$ cat src/rtl/seq_pkg.sv
// Shared types and defaults for the 01[0*]1 detector streaming controller.
package seq_pkg;

    typedef enum logic [1:0] {
        IDLE   = 2'd0,
        SHIFT  = 2'd1,
        REPORT = 2'd2,
        CLEAR  = 2'd3
    } ctrl_state_t;

    localparam int DEF_WORD_W = 8;
    localparam int DEF_CNT_W  = 8;

endpackage

$ cat src/rtl/seq_piso.sv
// Parallel-load, MSB-first shift register feeding the detector's serial input.
module seq_piso
    import seq_pkg::*;
#(
    parameter int WORD_W = DEF_WORD_W
) (
    input  logic              clk,
    input  logic              rst,
    input  logic              load,
    input  logic              shift,
    input  logic [WORD_W-1:0] d,
    output logic              q_msb
);

    logic [WORD_W-1:0] shreg_q;

    // NOTE: sequential state uses non-blocking assignments so every register samples pre-edge values.
    always_ff @(posedge clk) begin
        if (rst) begin
            shreg_q <= '0;
        end else if (load) begin
            shreg_q <= d;
        end else if (shift) begin
            shreg_q <= {shreg_q[WORD_W-2:0], 1'b0};
        end
    end

    assign q_msb = shreg_q[WORD_W-1];

endmodule

$ cat src/rtl/seq_stream_ctrl.sv
// Streams parallel words bit-serially into the sequence detector and reports
// per-word and per-stream detection counts over a valid/ready handshake.
module seq_stream_ctrl
    import seq_pkg::*;
#(
    parameter int WORD_W = DEF_WORD_W,
    parameter int CNT_W  = DEF_CNT_W
) (
    input  logic              clk,
    input  logic              rst,
    input  logic              in_valid,
    output logic              in_ready,
    input  logic [WORD_W-1:0] in_word,
    input  logic              in_last,
    output logic              det_ena,
    output logic              det_bit,
    output logic              det_clr,
    input  logic              det_z,
    output logic              res_valid,
    input  logic              res_ready,
    output logic [CNT_W-1:0]  res_count,
    output logic [CNT_W-1:0]  res_total,
    output logic              busy
);

    localparam int IDX_W = $clog2(WORD_W);

    if (WORD_W < 2 || WORD_W > 32) begin : g_word_w_chk
        $error("seq_stream_ctrl: WORD_W must lie in 2..32");
    end
    if (CNT_W < $clog2(WORD_W + 1)) begin : g_cnt_w_chk
        $error("seq_stream_ctrl: CNT_W too narrow to count every bit of a word");
    end

    ctrl_state_t      state_q, state_d;
    logic [IDX_W-1:0] bit_idx_q, bit_idx_d;
    logic [CNT_W-1:0] word_cnt_q, word_cnt_d;
    logic [CNT_W-1:0] stream_cnt_q, stream_cnt_d;
    logic             last_q, last_d;
    logic             load, shift, q_msb;

    seq_piso #(.WORD_W(WORD_W)) u_piso (
        .clk   (clk),
        .rst   (rst),
        .load  (load),
        .shift (shift),
        .d     (in_word),
        .q_msb (q_msb)
    );

    always_ff @(posedge clk) begin
        if (rst) begin
            state_q      <= IDLE;
            bit_idx_q    <= '0;
            word_cnt_q   <= '0;
            stream_cnt_q <= '0;
            last_q       <= 1'b0;
        end else begin
            state_q      <= state_d;
            bit_idx_q    <= bit_idx_d;
            word_cnt_q   <= word_cnt_d;
            stream_cnt_q <= stream_cnt_d;
            last_q       <= last_d;
        end
    end

    // NOTE: every combinational output gets a default first so no path can infer a latch.
    always_comb begin
        state_d      = state_q;
        bit_idx_d    = bit_idx_q;
        word_cnt_d   = word_cnt_q;
        stream_cnt_d = stream_cnt_q;
        last_d       = last_q;
        in_ready     = 1'b0;
        det_ena      = 1'b0;
        det_bit      = 1'b0;
        det_clr      = 1'b0;
        res_valid    = 1'b0;
        load         = 1'b0;
        shift        = 1'b0;

        unique case (state_q)
            IDLE: begin
                in_ready = 1'b1;
                if (in_valid) begin
                    load       = 1'b1;
                    last_d     = in_last;
                    bit_idx_d  = IDX_W'(WORD_W - 1);
                    word_cnt_d = '0;
                    state_d    = SHIFT;
                end
            end
            SHIFT: begin
                det_ena = 1'b1;
                det_bit = q_msb;
                shift   = 1'b1;
                // det_z is the detector's Mealy response to the bit driven this very cycle.
                if (det_z) begin
                    word_cnt_d = word_cnt_q + CNT_W'(1);
                    if (stream_cnt_q != {CNT_W{1'b1}}) begin
                        stream_cnt_d = stream_cnt_q + CNT_W'(1);
                    end
                end
                if (bit_idx_q == '0) begin
                    state_d = REPORT;
                end else begin
                    bit_idx_d = bit_idx_q - IDX_W'(1);
                end
            end
            REPORT: begin
                res_valid = 1'b1;
                if (res_ready) begin
                    state_d = last_q ? CLEAR : IDLE;
                end
            end
            CLEAR: begin
                det_clr      = 1'b1;
                stream_cnt_d = '0;
                state_d      = IDLE;
            end
            default: state_d = IDLE;
        endcase

        // Reset holds the detector in reset alongside the controller and blocks any handshake.
        if (rst) begin
            in_ready  = 1'b0;
            det_ena   = 1'b0;
            det_bit   = 1'b0;
            res_valid = 1'b0;
            load      = 1'b0;
            shift     = 1'b0;
            det_clr   = 1'b1;
        end
    end

    assign res_count = word_cnt_q;
    assign res_total = stream_cnt_q;
    assign busy      = (state_q != IDLE);

endmodule

$ cat config.mk
export PLATFORM = sky130hd
export DESIGN_NAME = seq_stream_ctrl
export DESIGN_NICKNAME = d
export VERILOG_FILES = /design/src/rtl/seq_pkg.sv /design/src/rtl/seq_piso.sv /design/src/rtl/seq_stream_ctrl.sv
export SDC_FILE = /design/constraint.sdc
export NUM_CORES = 1
export LEC_CHECK = 0
export ABC_AREA = 1
export CELL_PAD_IN_SITES_DETAIL_PLACEMENT = 1
export CELL_PAD_IN_SITES_GLOBAL_PLACEMENT = 2
export CORE_AREA = 3 3 83 85
export DETAILED_ROUTE_END_ITERATION = 8
export DIE_AREA = 0 0 86 88
export PLACE_DENSITY = 0.74
export SLEW_MARGIN = 20
export SYNTH_ARGS = -nofsm -noshare
export SYNTH_HDL_FRONTEND = slang
export SYNTH_SLANG_ARGS = --single-unit
$ cat constraint.sdc
create_clock -name clk -period 1.8 [get_ports clk]
set_input_delay 0.36 -clock clk [delete_from_list [all_inputs] [get_ports clk]]
set_output_delay 0.36 -clock clk [all_outputs]
set_load 0.01 [all_outputs]
==> results.cfg <==
[yosys]
synth_cell_types = 25
syn_inst = 245
synth_top_area_cell = dfxtp_1
synth_seq_area_share = 0.372
synth.ff_latch_count = 30
postSynthAreaPerCell_um2 = 6.59
synth_top_area_frac = 0.372
synth.area.top_cells = dfxtp_1 37%, nand2_1 17%, inv_1 8.6%
ys_warn_count = 0
synth_nets = 263
syn_area_um2 = 1610

[die]
io_pins = 36
die_x_um = 86
die_y_um = 88
die-area_um2 = 7570
rows = 29
initial_core_util = 0.257
core_um2 = 6280

[final_layout]
fillerInstances = 827
multi_input_area_um2 = 838
final_cell_mix = 75 x nand2_1, 37 x inv_1, 28 x nor2_1, 28 x dfxtp_1, 28 x clkdlybuf4s50_1
final_common_cell = nand2_1
antenna_cells = 0
drive_above_1_share = 0.124
finalNetCount = 316
seqCellArea_um2 = 606
area_delta_synth_final_pct = 38.2

[sta]
setup_ws_ps = 115
fmax_ghz = 0.593
hold_violations = 0
rsz0062_at_grt = no
slew_headroom = 0.817
fin_crit_ps = 1690
slew_viol_final = 0
tightest_slew_ps = 272
min_period_over_period = 0.936
skew_ps = 2.74
setup_viol = 0

[setup_path]
setup.worst_path.class = flip-flop to primary output
required_ps = 1440
arrival_ps = 1330
path_max_fanout = 6
end_kind = primary output
critPathLaunchType = flip-flop

[clocking]
cts.sinks = 30
cts_buffer_depth = 2
htree_levels = 2
cts_tree = built
clk_pin_slew_ps = 70
holdBufCountCts = 0
clk_latency_ps = 280
cts_buffers = 5
cts_root_buf = clkbuf_8

[global_route]
first_global_vias = 1656
overflow = 0
grt_usage = 0.125
use_met3 = 0.0329
grt_pass1_wl_mm = 7.62
top_usage_layer = met2
gr-usage-met2 = 0.207
grtUsageMet1 = 0.163
antenna_found_initial = 0
grt_max_degree = 10

[pwr]
power.leakage_nw = 1.04
vdd_ir_drop_max_uv = 401
power_density_nw_per_um2 = 1070
power_w = 0.00239

[placement]
gp_congestion = 0.765
portBuffers = 35
dp_hpwl_mm = 3.46
dp_slack_ps = -342

[detailed_routing]
ant_nets = 0
drcViolationCount = 0
first_iter_violations = 23
wl_per_cell_um = 11.6
vias_per_cell = 4.38
first_pass_iters = 4
vias = 1646
wirelength_mm = 4.37

[flow_run]
drv_cap = 0

[worst_hold_path]
hold_class = flip-flop to flip-flop

[outcome]
status = complete, no violations
flip-flops by register name, indices dropped and copies added (netlist names):
signal / count
state_q: 2
last_q: 1
u_piso.shreg_q: 8
res_total: 8
res_count: 8
bit_idx_q: 3
through the flow:
step,utilization,hold slack (ps),cells,TNS [ps],instance area (um2)
3_3_place_gp,0.340,445,367,-1560,2140
2_1_floorplan,-,420,245,0,1610
5_1_grt,0.355,479,376,0,2230
4_1_cts,0.355,461,376,0,2230
3_5_place_dp,0.340,451,367,-1620,2140
6_report,0.355,462,376,0,2230
synthesized netlist by cell type:
cell type	n
inv_4	1
nand2_2	2
o21ai_0	6
a31oi_1	1
nor2_1	28
nand3_1	14
ha_1	4
buf_6	1
dfxtp_1	30
nor2_8	2
nor3_1	1
o21bai_1	1
nand2_1	75
inv_2	2
o21ai_1	2
inv_1	37
nor2_2	2
nand2_4	3
a21oi_1	24
and2_4	1
buf_4	1
xor2_1	1
nand4_1	4
clkbuf_1	1
nor2_4	1
critical path, cell delays in order (launching register included):
cell           delay [ps]
dfxtp_4               370
buf_4                 140
inv_2                  60
nand2_1               110
nor2_1                100
dlygate4sd2_1         270
repair_timing:
item / in CTS / in global routing
setup buffers: 1 / 0
resized for setup: 10 / 0
endpoints found under the setup margin: 6 / 0
power by group:
group | internal, W | switching, W
clock | 0.000308 | 0.000266
combinational | 0.000392 | 0.000552
sequential | 0.000785 | 0.0000852
path summary, 6_finish.rpt:
kind / startpoint / end / slack (ps) / cells past startpoint
worst max-delay path: state_q[1]$_SDFFE_PP0P_ / in_ready / 110 / 5
worst min-delay path: last_q$_SDFFE_PP0P_ / last_q$_SDFFE_PP0P_ / 460 / 2
worst max register to register: res_total[0]$_SDFFE_PP0P_ / res_total[6]$_SDFFE_PP0P_ / 280 / 9
worst min register to register: last_q$_SDFFE_PP0P_ / last_q$_SDFFE_PP0P_ / 460 / 2
area by class of cell:
cell class | instances | area share
Clock buffer | 7 | 0.0387
Tap cell | 77 | 0.0432
Sequential cell | 30 | 0.271
Multi-Input combinational cell | 172 | 0.376
Timing Repair Buffer | 49 | 0.200
Clock inverter | 1 | 0.00224
Inverter | 40 | 0.0684
per-layer routing:
| metal | up-vias | wire length, um |
|---|---|---|
| met5 | - | 0 |
| met4 | 0 | 40 |
| met3 | 4 | 174 |
| met2 | 27 | 2050 |
| met1 | 750 | 2100 |
| li1 | 865 | - |
kinds of logic (layout without fill, tap and decap cells):
| family | count (synthesis) | count (layout) | synth area share |
|---|---|---|---|
| adders and majority gates | 4 | 4 | 0.0310 |
| buffers and inverters | 43 | 97 | 0.109 |
| and+or+nand+nor | 133 | 133 | 0.375 |
| DFF | 30 | 30 | 0.372 |
| xor gates and xnor gates | 1 | 1 | 0.00543 |
| AOI/OAI and AO/OA | 34 | 34 | 0.108 |
(Power assumes the default switching activity.)
